[src/rtl/processor_pkg.sv]
// Shared processor definitions: FSM state encoding, opcodes and ALU selects.
// The Datapath ALU imports the same ALU select constants.
package processor_pkg;

    localparam int PC_W = 7;

    typedef enum logic [3:0] {
        S_INIT   = 4'd0,
        S_FETCH  = 4'd1,
        S_DECODE = 4'd2,
        S_LOADA  = 4'd3,
        S_LOADB  = 4'd4,
        S_STORE  = 4'd5,
        S_ADD    = 4'd6,
        S_SUB    = 4'd7,
        S_HALT   = 4'd8
    } state_t;

    localparam logic [3:0] OP_NOOP  = 4'b0000;
    localparam logic [3:0] OP_STORE = 4'b0001;
    localparam logic [3:0] OP_LOAD  = 4'b0010;
    localparam logic [3:0] OP_ADD   = 4'b0011;
    localparam logic [3:0] OP_SUB   = 4'b0100;
    localparam logic [3:0] OP_HALT  = 4'b0101;

    localparam logic [2:0] ALU_PASS = 3'd0;
    localparam logic [2:0] ALU_ADD  = 3'd1;
    localparam logic [2:0] ALU_SUB  = 3'd2;

endpackage

[src/rtl/pc_ir_reg.sv]
// Program counter and instruction register, loaded together on one strobe.
// The PC wraps naturally at its width (127 -> 0 for a 7-bit PC).
module pc_ir_reg #(
    parameter int PC_W = 7
) (
    input  logic            i_clk,
    input  logic            i_rst,
    input  logic            i_ld_en,
    input  logic [15:0]     i_instr,
    output logic [PC_W-1:0] o_pc,
    output logic [15:0]     o_ir
);

    logic [PC_W-1:0] r_pc;
    logic [15:0]     r_ir;

    always_ff @(posedge i_clk or posedge i_rst) begin
        if (i_rst) begin
            r_pc <= '0;
            r_ir <= '0;
        end else if (i_ld_en) begin
            r_pc <= r_pc + 1'b1;
            r_ir <= i_instr;
        end
    end

    assign o_pc = r_pc;
    assign o_ir = r_ir;

endmodule

[src/rtl/control_unit.sv]
// Sequencing controller: fetches instructions, decodes them with a Moore FSM
// and drives every datapath control input from the current state and IR.
//
// state   | meaning
// --------+-----------------------------------------------
// Init    | post-reset idle cycle
// Fetch   | IR <= ROM[PC], PC <= PC + 1
// Decode  | dispatch on opcode
// LoadA   | data memory read settles, no write yet
// LoadB   | RF[ra] <= D[d]
// Store   | D[d] <= RF[ra]
// Add     | RF[rc] <= RF[ra] + RF[rb]
// Sub     | RF[rc] <= RF[ra] - RF[rb]
// Halt    | frozen until reset
module control_unit
    import processor_pkg::*;
#(
    parameter int PC_W = 7
) (
    input  logic            i_Clk,
    input  logic            i_Reset,
    input  logic [15:0]     i_Instr_in,
    output logic [PC_W-1:0] o_PC_Addr,
    output logic [7:0]      o_D_Addr,
    output logic            o_D_Wr,
    output logic            o_RF_s,
    output logic [3:0]      o_RF_W_Addr,
    output logic            o_RF_W_en,
    output logic [3:0]      o_RF_Ra_Addr,
    output logic [3:0]      o_RF_Rb_Addr,
    output logic [2:0]      o_ALU_s0,
    output logic [3:0]      o_State,
    output logic            o_Halted
);

    state_t          r_state;
    state_t          w_next;
    logic            w_ld_en;
    logic [15:0]     w_ir;
    logic [PC_W-1:0] w_pc;
    logic [3:0]      w_op;
    logic [3:0]      w_ra;
    logic [3:0]      w_rb;
    logic [3:0]      w_rc;
    logic [7:0]      w_d;

    pc_ir_reg #(.PC_W(PC_W)) u_pc_ir (
        .i_clk   (i_Clk),
        .i_rst   (i_Reset),
        .i_ld_en (w_ld_en),
        .i_instr (i_Instr_in),
        .o_pc    (w_pc),
        .o_ir    (w_ir)
    );

    assign w_op = w_ir[15:12];
    assign w_ra = w_ir[11:8];
    assign w_rb = w_ir[7:4];
    assign w_rc = w_ir[3:0];
    assign w_d  = w_ir[7:0];

    always_ff @(posedge i_Clk or posedge i_Reset) begin
        if (i_Reset) r_state <= S_INIT;
        else         r_state <= w_next;
    end

    always_comb begin
        w_next = r_state;
        case (r_state)
            S_INIT:   w_next = S_FETCH;
            S_FETCH:  w_next = S_DECODE;
            S_DECODE: begin
                case (w_op)
                    OP_LOAD:  w_next = S_LOADA;
                    OP_STORE: w_next = S_STORE;
                    OP_ADD:   w_next = S_ADD;
                    OP_SUB:   w_next = S_SUB;
                    OP_HALT:  w_next = S_HALT;
                    default:  w_next = S_FETCH;
                endcase
            end
            S_LOADA:  w_next = S_LOADB;
            S_LOADB:  w_next = S_FETCH;
            S_STORE:  w_next = S_FETCH;
            S_ADD:    w_next = S_FETCH;
            S_SUB:    w_next = S_FETCH;
            S_HALT:   w_next = S_HALT;
            default:  w_next = S_INIT;
        endcase
    end

    // Moore outputs: every state starts from the all-idle defaults.
    always_comb begin
        w_ld_en      = 1'b0;
        o_D_Addr     = '0;
        o_D_Wr       = 1'b0;
        o_RF_s       = 1'b0;
        o_RF_W_Addr  = '0;
        o_RF_W_en    = 1'b0;
        o_RF_Ra_Addr = '0;
        o_RF_Rb_Addr = '0;
        o_ALU_s0     = ALU_PASS;
        o_Halted     = 1'b0;
        case (r_state)
            S_FETCH: w_ld_en = 1'b1;
            S_LOADA, S_LOADB: begin
                o_D_Addr    = w_d;
                o_RF_s      = 1'b1;
                o_RF_W_Addr = w_ra;
                o_RF_W_en   = (r_state == S_LOADB);
            end
            S_STORE: begin
                o_D_Addr     = w_d;
                o_RF_Ra_Addr = w_ra;
                o_D_Wr       = 1'b1;
            end
            S_ADD, S_SUB: begin
                o_RF_Ra_Addr = w_ra;
                o_RF_Rb_Addr = w_rb;
                o_RF_W_Addr  = w_rc;
                o_RF_W_en    = 1'b1;
                o_ALU_s0     = (r_state == S_ADD) ? ALU_ADD : ALU_SUB;
            end
            S_HALT: o_Halted = 1'b1;
            default: ;
        endcase
    end

    assign o_PC_Addr = w_pc;
    assign o_State   = r_state;

endmodule
[config.mk]
export PLATFORM = sky130hd
export DESIGN_NAME = control_unit
export DESIGN_NICKNAME = d
export VERILOG_FILES = /design/src/rtl/processor_pkg.sv /design/src/rtl/pc_ir_reg.sv /design/src/rtl/control_unit.sv
export SDC_FILE = /design/constraint.sdc
export NUM_CORES = 1
export LEC_CHECK = 0
export CORE_MARGIN = 1
export CORE_UTILIZATION = 45
export DETAILED_ROUTE_END_ITERATION = 6
export PLACE_DENSITY = 0.83
export REMOVE_ABC_BUFFERS = 1
export SYNTH_ARGS = -nofsm -noshare
export SYNTH_HDL_FRONTEND = slang
export SYNTH_SLANG_ARGS = --single-unit
[constraint.sdc]
create_clock -name i_Clk -period 5.6 [get_ports i_Clk]
set_clock_uncertainty 0.15 [all_clocks]
set_input_delay 1.4 -clock i_Clk [delete_from_list [all_inputs] [get_ports i_Clk]]
set_output_delay 1.4 -clock i_Clk [all_outputs]
set_load 0.02 [all_outputs]
# Yosys cells after proc, flatten, opt, wreduce, memory -nomap -nowiden
# Index checks and enable logic that the tools add are counted.
# totals
ff_bits,27
word_cells,36
# classes
n_addsub,1
eq_ne,13
n_mux,13
n_reduce_logical,6
# op_table
operator,n
case mux 4 bit (5 select lines),2
equality test 4 x 3 -> 1 bit (second input constant),6
equality test 4 x 2 -> 1 bit (second input constant),4
equality test 4 x 1 -> 1 bit (second input constant),2
two-way mux 4 bit,2
two-way mux 8 bit,1
case mux 4 bit (2 select lines),1
adder 7 x 1 -> 7 bit (second input constant),1
OR reduction 3 bit,2
OR reduction 5 bit,1
equality test 4 bit (second input constant),1
logical NOT 4 bit,1
two-way mux 1 bit,4
two-way mux 2 bit,2
OR reduction 2 bit,2
case mux 1 bit (2 select lines),1

# Logic depth before layout (Yosys ltp)
# Gate-level depths: netlist of the first run.
# depth
depth_word,3
ltp_mapped,5
depth_no_buf,4

# By module
# From an unflattened synthesis of the first run, not the netlist that was laid out.
# hier_totals
cells_unflattened,119
hier_area_um2,1403.8
# modules_own_cells
mod,instances,cells_per_inst,area_each_um2,seq_area_each_um2
pc_ir_reg,1,57,903.4,575.6
control_unit,1,62,500.5,100.1

# Worst setup path after synthesis of the first run
# Ideal clock, no wire load.
# synth_path
kind,flip-flop to output port
from,register r_state[0] (netlist: o_State[0])
to,output o_RF_W_Addr[0]
arrival_ps,1683
t_required_ps,4050
slack_ps,2367
stages_incl_launch_ff,5
n_path_buf,1
cell_sequence,dfrtp_1 -> buf_4 -> or3b_2 -> a21oi_4 -> a22o_1
# synth_via
elab_chain_cells,3
word_cells_on_any_way,7
classes_between,eq/ne: 4; mux: 1; reduce/logical: 2
# synth_lines
item,line_no,text
from (decl),control_unit.sv:36,state_t r_state;
from (signal assigned),control_unit.sv:64,else r_state <= w_next;
equality test 4 x 3 -> 1 bit / equality test 4 x 2 -> 1 bit (equally long branches),control_unit.sv:104,case (r_state)
OR reduction 2 bit,control_unit.sv:104,
case mux 4 bit (2 select lines) (*),control_unit.sv:104,
to (decl),control_unit.sv:27,"output logic [3:0] o_RF_W_Addr,"
# Every way passes the cells marked *; elsewhere a longest branch is shown, timed or not.

# Worst setup path after layout of the first run
# layout_path
from,register r_state[3] (netlist: o_State[3])
to,output o_RF_W_Addr[3]
# Same word-level chain as after synthesis.

==> impl_metrics.env, run 1 <==
export IMPL_yosysMostFrequentCell="dfrtp_1"
export IMPL_ir_drop_mv=0.3034
export IMPL_rrSetupSlack_ns=3.40
export IMPL_fin_crit_sh_pct=71.37
export IMPL_p_leak_nw=0.7821
export IMPL_vias=1072
export IMPL_fp_row_count=19
export IMPL_yosys_top_cells_count="27 x dfrtp_1, 17 x mux2_2, 16 x and2_1"
export IMPL_root_buffer="clkbuf_4"
export IMPL_worstPathArrival_ns=2.45
export IMPL_crit_required_ns=4.05
export IMPL_ys_seq_elements=27
export IMPL_grt_usage_pct=18.39
export IMPL_dp_cells=199
export IMPL_netlist_area_leader_share_pct=48.13
export IMPL_synth_cell_types=31
export IMPL_synth_top_cell_by_area="dfrtp_1"
export IMPL_io_buffer_count=54
export IMPL_fp_dieW_um=57.86
export IMPL_numCtsBuffers=3
export IMPL_drcViolationCount=4
export IMPL_path_max_fanout=11
export IMPL_powerDensity_nw_per_um2=590.4
export IMPL_end_kind="primary output"
export IMPL_fin_ws_ns=1.603
export IMPL_start_util_pct=49.21
export IMPL_globalRouteOverflowTotal=0
export IMPL_hp_start="u_pc_ir.o_pc[6]$_DFFE_PP0P_"
export IMPL_rsz0062_at_grt="false"
export IMPL_ios=56
export IMPL_ant_nets=0
export IMPL_antenna_found_initial=0
export IMPL_grt_max_degree=28
export IMPL_finalSetupTns_ns=0
export IMPL_wire_per_inst_um=14.39
export IMPL_post_cts_buffers=0
export IMPL_wl_mm=2.921
export IMPL_ys_warn_count=0
export IMPL_final_util_pct=68.73
export IMPL_grt_pass1_wl_mm=4.740
export IMPL_start_kind="flip-flop"
export IMPL_first_pass_iters=7
export IMPL_crit_reg2reg_launch="o_State[3]$_DFF_PP0_"
export IMPL_drtIter0Drc=23
export IMPL_fin_area_um2=1961
export IMPL_violations="design-rule violations"
export IMPL_die_h_um=57.86
export IMPL_n_antenna_cell=0
export IMPL_htreeDepth=1
export IMPL_clock_sinks=27
export IMPL_grt_pass1_vias=1051
export IMPL_layout_nets=192
export IMPL_placed_area_um2=1934
export IMPL_final_hold_viol_count=0
export IMPL_hold_depth=1
export IMPL_syn2layout_area_growth_pct=39.66
export IMPL_drive_above_1_share_pct=14.53
export IMPL_min_period_ns=3.997
export IMPL_vias_per_cell=5.281
export IMPL_synth_cells=119
export IMPL_worstHoldPathType="reg -> reg"
export IMPL_synthTopCellsByArea="dfrtp_1 48%, mux2_2 14%, and2_1 7.1%"
export IMPL_max_cap_violations=0
export IMPL_finalPower_mw=1.158
export IMPL_synth_edf_count=0
export IMPL_synthArstFlopShare_pct=100.0
export IMPL_timing_slew_headroom_pct=34.21
export IMPL_critical_path_class="reg -> out"
export IMPL_timing_hold_ws_ns=0.3313
export IMPL_max_slew_worst_pin_slew_ns=0.9858
export IMPL_clk_latency_ns=0.31
export IMPL_synth_avg_cell_area_um2=11.80
export IMPL_cts_resized=0
export IMPL_post_dp_hpwl_mm=2.206
export IMPL_cts_tree="built"
export IMPL_fmax_mhz=250.2
export IMPL_clockBufferDepth=2
export IMPL_preCtsSetupSlack_ns=1.964
export IMPL_setup_viol=0
export IMPL_reg2reg_to="u_pc_ir.o_ir[6]$_DFFE_PP0P_"
export IMPL_ctsHoldBuffers=0
export IMPL_hold_path_end="u_pc_ir.o_pc[6]$_DFFE_PP0P_"
export IMPL_core_um2=2853
export IMPL_nFillCells=244
export IMPL_layout_cells_non_filler=203
export IMPL_status="finished, violations left"
export IMPL_dieArea_um2=3347
export IMPL_routabilityCongestion=0.7999
export IMPL_syn_area_um2=1404
export IMPL_synth_seq_area_share_pct=48.13
export IMPL_synth_ff_type="dfrtp_1"
export IMPL_r2r_cells=3
export IMPL_clk_pin_slew_ns=0.14
export IMPL_maxSlewViolCount=0
==> metal layers <==
metal / vias up / global-route usage, % / wire [µm]
met1: 508 / 24.71 / 1343
li1: 524 / - / -
met5: - / 0 / 0
met2: 38 / 31.36 / 1404
met4: 0 / 5.102 / 17
met3: 2 / 2.455 / 156
==> registers in the layout (all words and copies together) (netlist names) <==
register / cells
u_pc_ir.o_pc: 7
o_State: 4
u_pc_ir.o_ir: 16
==> cell families (layout without fill, tap and decap cells) <==
group,count (synthesis),in the layout,share of synthesized area (%)
DFF,27,27,48.13
xor gates and xnor gates,7,7,4.367
AOI/OAI and AO/OA,15,15,8.378
buffers and inverters,10,63,5.080
other,1,1,0.2671
muxes,17,17,13.64
and+or+nand+nor,41,41,19.25
adders and majority gates,1,1,0.8911
==> power breakdown <==
group	internal (mW)	switching [mW]	leakage (nW)
clock	0.0278	0.0530	0.0150
combinational	0.366	0.315	0.442
sequential	0.289	0.107	0.325
==> worst max-delay path, stage by stage, from the launching register on <==
cell,delay (ns)
dfrtp_1,0.55
nand2b_1,0.30
nor2_1,0.46
a22o_1,0.22
clkdlybuf4s50_1,0.60
==> cell type report <==
type / instances / area [µm²] / share of cell area, %
timing repair buffer: 55 / 548.0 / 27.95
inverter: 4 / 15.01 / 0.7658
multi-input combinational: 82 / 656.9 / 33.50
sequential: 27 / 675.6 / 34.46
tap: 31 / 38.79 / 1.978
clock buffer: 4 / 26.28 / 1.340
==> how the worst max path moves through the flow <==
stage	start	cells past startpoint	end
3_5_place_dp	o_State[3]$_DFF_PP0_	4	o_RF_W_Addr[3]
2_1_floorplan	o_State[2]$_DFF_PP0_	3	o_RF_W_Addr[0]
6_report	o_State[3]$_DFF_PP0_	4	o_RF_W_Addr[3]
4_1_cts	o_State[3]$_DFF_PP0_	4	o_RF_W_Addr[3]
5_1_grt	o_State[3]$_DFF_PP0_	4	o_RF_W_Addr[3]
3_3_place_gp	o_State[2]$_DFF_PP0_	4	o_RF_W_Addr[3]
==> cells in the final DEF (no fill, tap or decap), drive strengths merged <==
master         instances
nor3b                  2
a22o                   4
nand4                  3
or3b                   1
o21ai                  2
inv                    4
a2111oi                1
o21bai                 1
clkdlybuf4s50         54
and2                  16
a21oi                  5
and3                   2
nor2                   2
nand2                  4
clkbuf                 4
nand2b                 2
xor2                   1
nor3                   2
or4b                   1
xnor2                  6
nand3b                 2
dfrtp                 27
a211oi                 2
conb                   1
nor2b                  2
buf                    1
nor4b                  2
ha                     1
mux2                  17
Power figures use the tool's default switching activity.
==> run 2, diff against run 1 <==
--- a/config.mk
+++ b/config.mk
@@ -6,9 +6,9 @@
 export NUM_CORES = 1
 export LEC_CHECK = 0
 export CORE_MARGIN = 1
-export CORE_UTILIZATION = 45
+export CORE_UTILIZATION = 43
 export DETAILED_ROUTE_END_ITERATION = 6
-export PLACE_DENSITY = 0.83
+export PLACE_DENSITY = 0.8
 export REMOVE_ABC_BUFFERS = 1
 export SYNTH_ARGS = -nofsm -noshare
 export SYNTH_HDL_FRONTEND = slang
==> constraint.sdc (replaced) <==
create_clock -name i_Clk -period 3.7 [get_ports i_Clk]
set_clock_uncertainty 0.15 [all_clocks]
set_input_delay 0.925 -clock i_Clk [delete_from_list [all_inputs] [get_ports i_Clk]]
set_output_delay 0.925 -clock i_Clk [all_outputs]
set_load 0.02 [all_outputs]
==> impl_metrics.env, run 2 (same netlist as run 1, synthesis figures left out) <==
export IMPL_ctsHoldBuffers=0
export IMPL_n_antenna_cell=0
export IMPL_antenna_found_initial=0
export IMPL_grt_pass1_vias=1063
export IMPL_dp_cells=213
export IMPL_fp_dieW_um=59.14
export IMPL_end_kind="primary output"
export IMPL_io_buffer_count=54
export IMPL_vias=1100
export IMPL_cts_tree="built"
export IMPL_clk_pin_slew_ns=0.14
export IMPL_timing_slew_headroom_pct=33.82
export IMPL_worstPathArrival_ns=2.44
export IMPL_final_hold_viol_count=0
export IMPL_fmax_mhz=284.1
export IMPL_maxSlewViolCount=0
export IMPL_grt_max_degree=28
export IMPL_cts_resized=0
export IMPL_critical_path_class="reg -> out"
export IMPL_timing_hold_ws_ns=0.3305
export IMPL_reg2reg_to="u_pc_ir.o_ir[14]$_DFFE_PP0P_"
export IMPL_p_int_mw=1.034
export IMPL_core_um2=3078
export IMPL_htreeDepth=1
export IMPL_combPwrFrac_pct=58.7
export IMPL_clkPwrFrac_pct=7.1
export IMPL_hold_depth=1
export IMPL_max_slew_worst_pin_slew_ns=0.9916
export IMPL_hp_start="u_pc_ir.o_pc[6]$_DFFE_PP0P_"
export IMPL_largest_reg_flops=16
export IMPL_grt_usage_pct=19.24
export IMPL_layout_nets=193
export IMPL_post_dp_hpwl_mm=2.350
export IMPL_routabilityCongestion=0.7854
export IMPL_root_buffer="clkbuf_4"
export IMPL_grt_pass1_wl_mm=4.933
export IMPL_rrSetupSlack_ns=1.50
export IMPL_drive_above_1_share_pct=15.03
export IMPL_finalSetupTns_ns=0
export IMPL_fin_crit_sh_pct=95.13
export IMPL_ant_nets=0
export IMPL_clockBufferDepth=2
export IMPL_hold_path_end="u_pc_ir.o_pc[6]$_DFFE_PP0P_"
export IMPL_mostFrequentLayoutCells="54 x clkdlybuf4s50_1, 27 x dfrtp_1, 17 x mux2_2, 16 x and2_1, 6 x xnor2_1"
export IMPL_max_cap_violations=0
export IMPL_globalRouteOverflowTotal=0
export IMPL_drcViolationCount=0
export IMPL_ir_drop_mv=0.5093
export IMPL_crit_required_ns=2.62
export IMPL_power_frac_seq_pct=34.2
export IMPL_p_leak_nw=0.7875
export IMPL_vias_per_cell=5.069
export IMPL_start_kind="flip-flop"
export IMPL_wire_per_inst_um=14.31
export IMPL_final_util_pct=64.47
export IMPL_rsz0062_at_grt="false"
export IMPL_worstHoldPathType="reg -> reg"
export IMPL_dieArea_um2=3498
export IMPL_syn2layout_area_growth_pct=41.35
export IMPL_status="completed"
export IMPL_clk_latency_ns=0.32
export IMPL_swShare_pct=41.47
export IMPL_post_cts_buffers=0
export IMPL_layout_commonest_cell="clkdlybuf4s50_1"
export IMPL_numCtsBuffers=3
export IMPL_nFillCells=263
export IMPL_clock_sinks=27
export IMPL_setup_viol=0
export IMPL_start_util_pct=45.61
export IMPL_drtIter0Drc=40
export IMPL_p_switching_uw=733.0
export IMPL_finalPower_mw=1.767
export IMPL_fp_row_count=20
export IMPL_powerDensity_nw_per_um2=890.7
export IMPL_first_pass_iters=4
export IMPL_layout_cells_non_filler=217
export IMPL_die_h_um=59.14
export IMPL_min_period_ns=3.520
export IMPL_r2r_cells=4
export IMPL_ios=56
export IMPL_path_max_fanout=11
export IMPL_crit_reg2reg_launch="o_State[3]$_DFF_PP0_"
export IMPL_wl_mm=3.105
-- run 2: changes by cell type in the layout (fill, tap and decap cells not counted) --
cell,delta
buf_4,+1
-- run 2: final cells by class --
class                           instances  area [µm²]  share of cell area (%)
Inverter                                4       15.01                  0.7566
Multi-Input combinational cell         82       656.9                   33.10
Clock buffer                            4       26.28                   1.324
Tap cell                               44       55.05                   2.774
Sequential cell                        27       675.6                   34.05
Timing Repair Buffer                   56       555.5                   28.00
-- run 2: power by group through the flow --
stage          Combinational (mW)  Sequential, mW  Clock (mW)
6_report                     1.04           0.605       0.125
5_1_grt                      1.11           0.633       0.133
4_1_cts                      1.05           0.605       0.128
3_5_place_dp                 1.05           0.610           0
3_3_place_gp                 1.02           0.598           0
2_1_floorplan               0.586           0.624           0
-- run 2: per-layer routing --
layer  track usage (%)  up-vias  share of wire, %
met5                 0        -                 0
met4             10.20        0               2.6
met3             3.057        6               5.1
met2             31.82       38                50
met1             24.26      535                43
li1                  -      521                 -
-- run 2: worst max-delay path by stage --
| stage | from | slack [ns] | to | cells past startpoint |
|---|---|---|---|---|
| floorplan | o_State[2]$_DFF_PP0_ | 0.94 | o_RF_W_Addr[0] | 3 |
| global route | o_State[2]$_DFF_PP0_ | 0.03 | o_D_Addr[6] | 4 |
| detailed placement | o_State[2]$_DFF_PP0_ | 0.53 | o_D_Addr[6] | 4 |
| global placement | o_State[2]$_DFF_PP0_ | 0.60 | o_D_Addr[7] | 4 |
| CTS | o_State[2]$_DFF_PP0_ | 0.14 | o_D_Addr[6] | 4 |
| finish | o_State[2]$_DFF_PP0_ | 0.18 | o_RF_W_Addr[0] | 4 |
-- run 2: stage by stage --
step / worst slack, ns / area (µm²)
4_1_cts: 0.1431 / 1984
2_1_floorplan: 0.9427 / 1348
6_report: 0.1802 / 1984
3_3_place_gp: 0.5967 / 1958
5_1_grt: 0.02752 / 1984
3_5_place_dp: 0.5272 / 1958
-- run 2: worst max-delay path, stage by stage (launching register included) --
cell and delay [ns]:
dfrtp_1 0.59, or3b_2 0.52, a21oi_4 0.22, a22o_1 0.17
clkdlybuf4s50_1 0.62
==> run 3, diff against run 2 <==
--- a/config.mk
+++ b/config.mk
@@ -5,7 +5,7 @@
 export SDC_FILE = /design/constraint.sdc
 export NUM_CORES = 1
 export LEC_CHECK = 0
-export CORE_MARGIN = 1
+export CORE_MARGIN = 5
 export CORE_UTILIZATION = 43
 export DETAILED_ROUTE_END_ITERATION = 6
 export PLACE_DENSITY = 0.8
==> impl_metrics.env, run 3 (same netlist as run 1, synthesis figures left out) <==
export IMPL_routabilityCongestion=0.8156
export IMPL_maxSlewViolCount=0
export IMPL_rsz0062_at_grt="false"
export IMPL_fmax_mhz=287.3
export IMPL_grt_pass1_wl_mm=5.471
export IMPL_setup_viol=0
export IMPL_fin_area_um2=1989
export IMPL_timing_hold_ws_ns=0.3393
export IMPL_grt_usage_pct=15.79
export IMPL_start_kind="flip-flop"
export IMPL_final_hold_viol_count=0
export IMPL_layout_commonest_cell="clkdlybuf4s50_1"
export IMPL_antenna_found_initial=0
export IMPL_numCtsBuffers=3
export IMPL_hold_path_end="u_pc_ir.o_pc[6]$_DFFE_PP0P_"
export IMPL_cpLargestDelayFamily="buffers and inverters"
export IMPL_clk_pin_slew_ns=0.14
export IMPL_syn2layout_area_growth_pct=41.71
export IMPL_wl_mm=3.269
export IMPL_post_dp_hpwl_mm=2.503
export IMPL_fp_dieW_um=67.14
export IMPL_reg2reg_to="u_pc_ir.o_ir[4]$_DFFE_PP0P_"
export IMPL_post_cts_buffers=0
export IMPL_layout_nets=193
export IMPL_grt_max_degree=28
export IMPL_ir_drop_mv=0.3893
export IMPL_critical_path_slowest_cell="clkdlybuf4s50_1"
export IMPL_start_util_pct=45.24
export IMPL_end_kind="primary output"
export IMPL_p_leak_nw=0.7905
export IMPL_root_buffer="clkbuf_4"
export IMPL_grt_pass1_vias=1137
export IMPL_status="completed"
export IMPL_crit_buf_inv=1
export IMPL_rrSetupSlack_ns=1.52
export IMPL_n_antenna_cell=0
export IMPL_dieArea_um2=4508
export IMPL_max_cap_violations=0
export IMPL_largest_reg_flops=16
export IMPL_drcViolationCount=0
export IMPL_drive_above_1_share_pct=16.18
export IMPL_htreeDepth=1
export IMPL_clockBufferDepth=2
export IMPL_worstPathArrival_ns=2.41
export IMPL_vias=1102
export IMPL_crit_path_cell_trace="or3b_2, a21oi_4, a22o_1, clkdlybuf4s50_1"
export IMPL_io_buffer_count=54
export IMPL_ios=56
export IMPL_hold_depth=1
export IMPL_core_um2=3103
export IMPL_powerDensity_nw_per_um2=889.8
export IMPL_first_pass_iters=4
export IMPL_r2r_cells=4
export IMPL_fin_crit_sh_pct=94.09
export IMPL_vias_per_cell=5.078
export IMPL_hp_start="u_pc_ir.o_pc[6]$_DFFE_PP0P_"
export IMPL_fp_row_count=20
export IMPL_finalSetupTns_ns=0
export IMPL_mostFrequentLayoutCells="54 x clkdlybuf4s50_1, 27 x dfrtp_1, 17 x mux2_2, 16 x and2_1, 6 x xnor2_1"
export IMPL_min_period_ns=3.481
export IMPL_crit_required_ns=2.62
export IMPL_clk_latency_ns=0.31
export IMPL_path_max_fanout=11
export IMPL_final_util_pct=64.11
export IMPL_timing_slew_headroom_pct=34.24
export IMPL_wire_per_inst_um=15.06
export IMPL_clock_sinks=27
export IMPL_cts_tree="built"
export IMPL_cp_slowest_stage_delay_ns=0.60
export IMPL_placed_area_um2=1958
export IMPL_ant_nets=0
export IMPL_drtIter0Drc=94
export IMPL_globalRouteOverflowTotal=0
export IMPL_crit_reg2reg_launch="o_State[3]$_DFF_PP0_"
export IMPL_worstHoldPathType="reg -> reg"
export IMPL_max_slew_worst_pin_slew_ns=0.9854
export IMPL_die_h_um=67.14
export IMPL_critical_path_class="reg -> out"
run 3: changes by cell type in the layout (fill, tap and decap cells not counted), sizes merged:
cell    before  now
clkinv       0    1
clkbuf       4    3
run 3: power breakdown:
part	leakage [nW]	switching [mW]	internal, mW
sequential	0.325	0.164	0.437
clock	0.0177	0.0814	0.0404
combinational	0.448	0.491	0.557
run 3: area by class of cell:
class                           instances  area, µm²
Clock inverter                          1      5.005
Multi-Input combinational cell         82      660.6
Timing Repair Buffer                   56      555.5
Inverter                                4      15.01
Clock buffer                            3      22.52
Tap cell                               44      55.05
Sequential cell                        27      675.6
Fill cell                             293       1114
run 3: per-stage QoR:
| step | power, mW | instances | setup slack, ns |
|---|---|---|---|
| after floorplan | 1.210 | 113 | 0.9427 |
| after global placement | 1.617 | 213 | 0.6088 |
| after detailed placement | 1.655 | 213 | 0.5438 |
| after CTS | 1.782 | 217 | 0.1576 |
| after global routing | 1.906 | 217 | 0.07221 |
| final | 1.770 | 217 | 0.2188 |
run 3: metal layers:
layer	up-vias	share of wire, %	GRT usage, %
li1	523	-	-
met1	528	46	21.17
met2	47	46	25.28
met3	4	6.7	3.661
met4	0	1.2	5.063
met5	-	0	0
run 3: worst max path at each step:
stage / startpoint / to / slack [ns] / cells after the start
2_1_floorplan: o_State[2]$_DFF_PP0_ / o_RF_W_Addr[0] / 0.94 / 3
3_3_place_gp: o_State[2]$_DFF_PP0_ / o_RF_W_Addr[1] / 0.61 / 4
3_5_place_dp: o_State[2]$_DFF_PP0_ / o_D_Addr[4] / 0.54 / 4
4_1_cts: o_State[2]$_DFF_PP0_ / o_D_Addr[4] / 0.16 / 4
5_1_grt: o_State[2]$_DFF_PP0_ / o_RF_W_Addr[3] / 0.07 / 4
6_report: o_State[2]$_DFF_PP0_ / o_RF_W_Addr[1] / 0.22 / 4
run 3: timing repair:
item / 4_1_cts / 5_1_grt
resized for setup: 0 / 1
hold buffers: 0 / 0
setup endpoints to repair: 0 / 1
endpoints found under the hold margin: 0 / 0
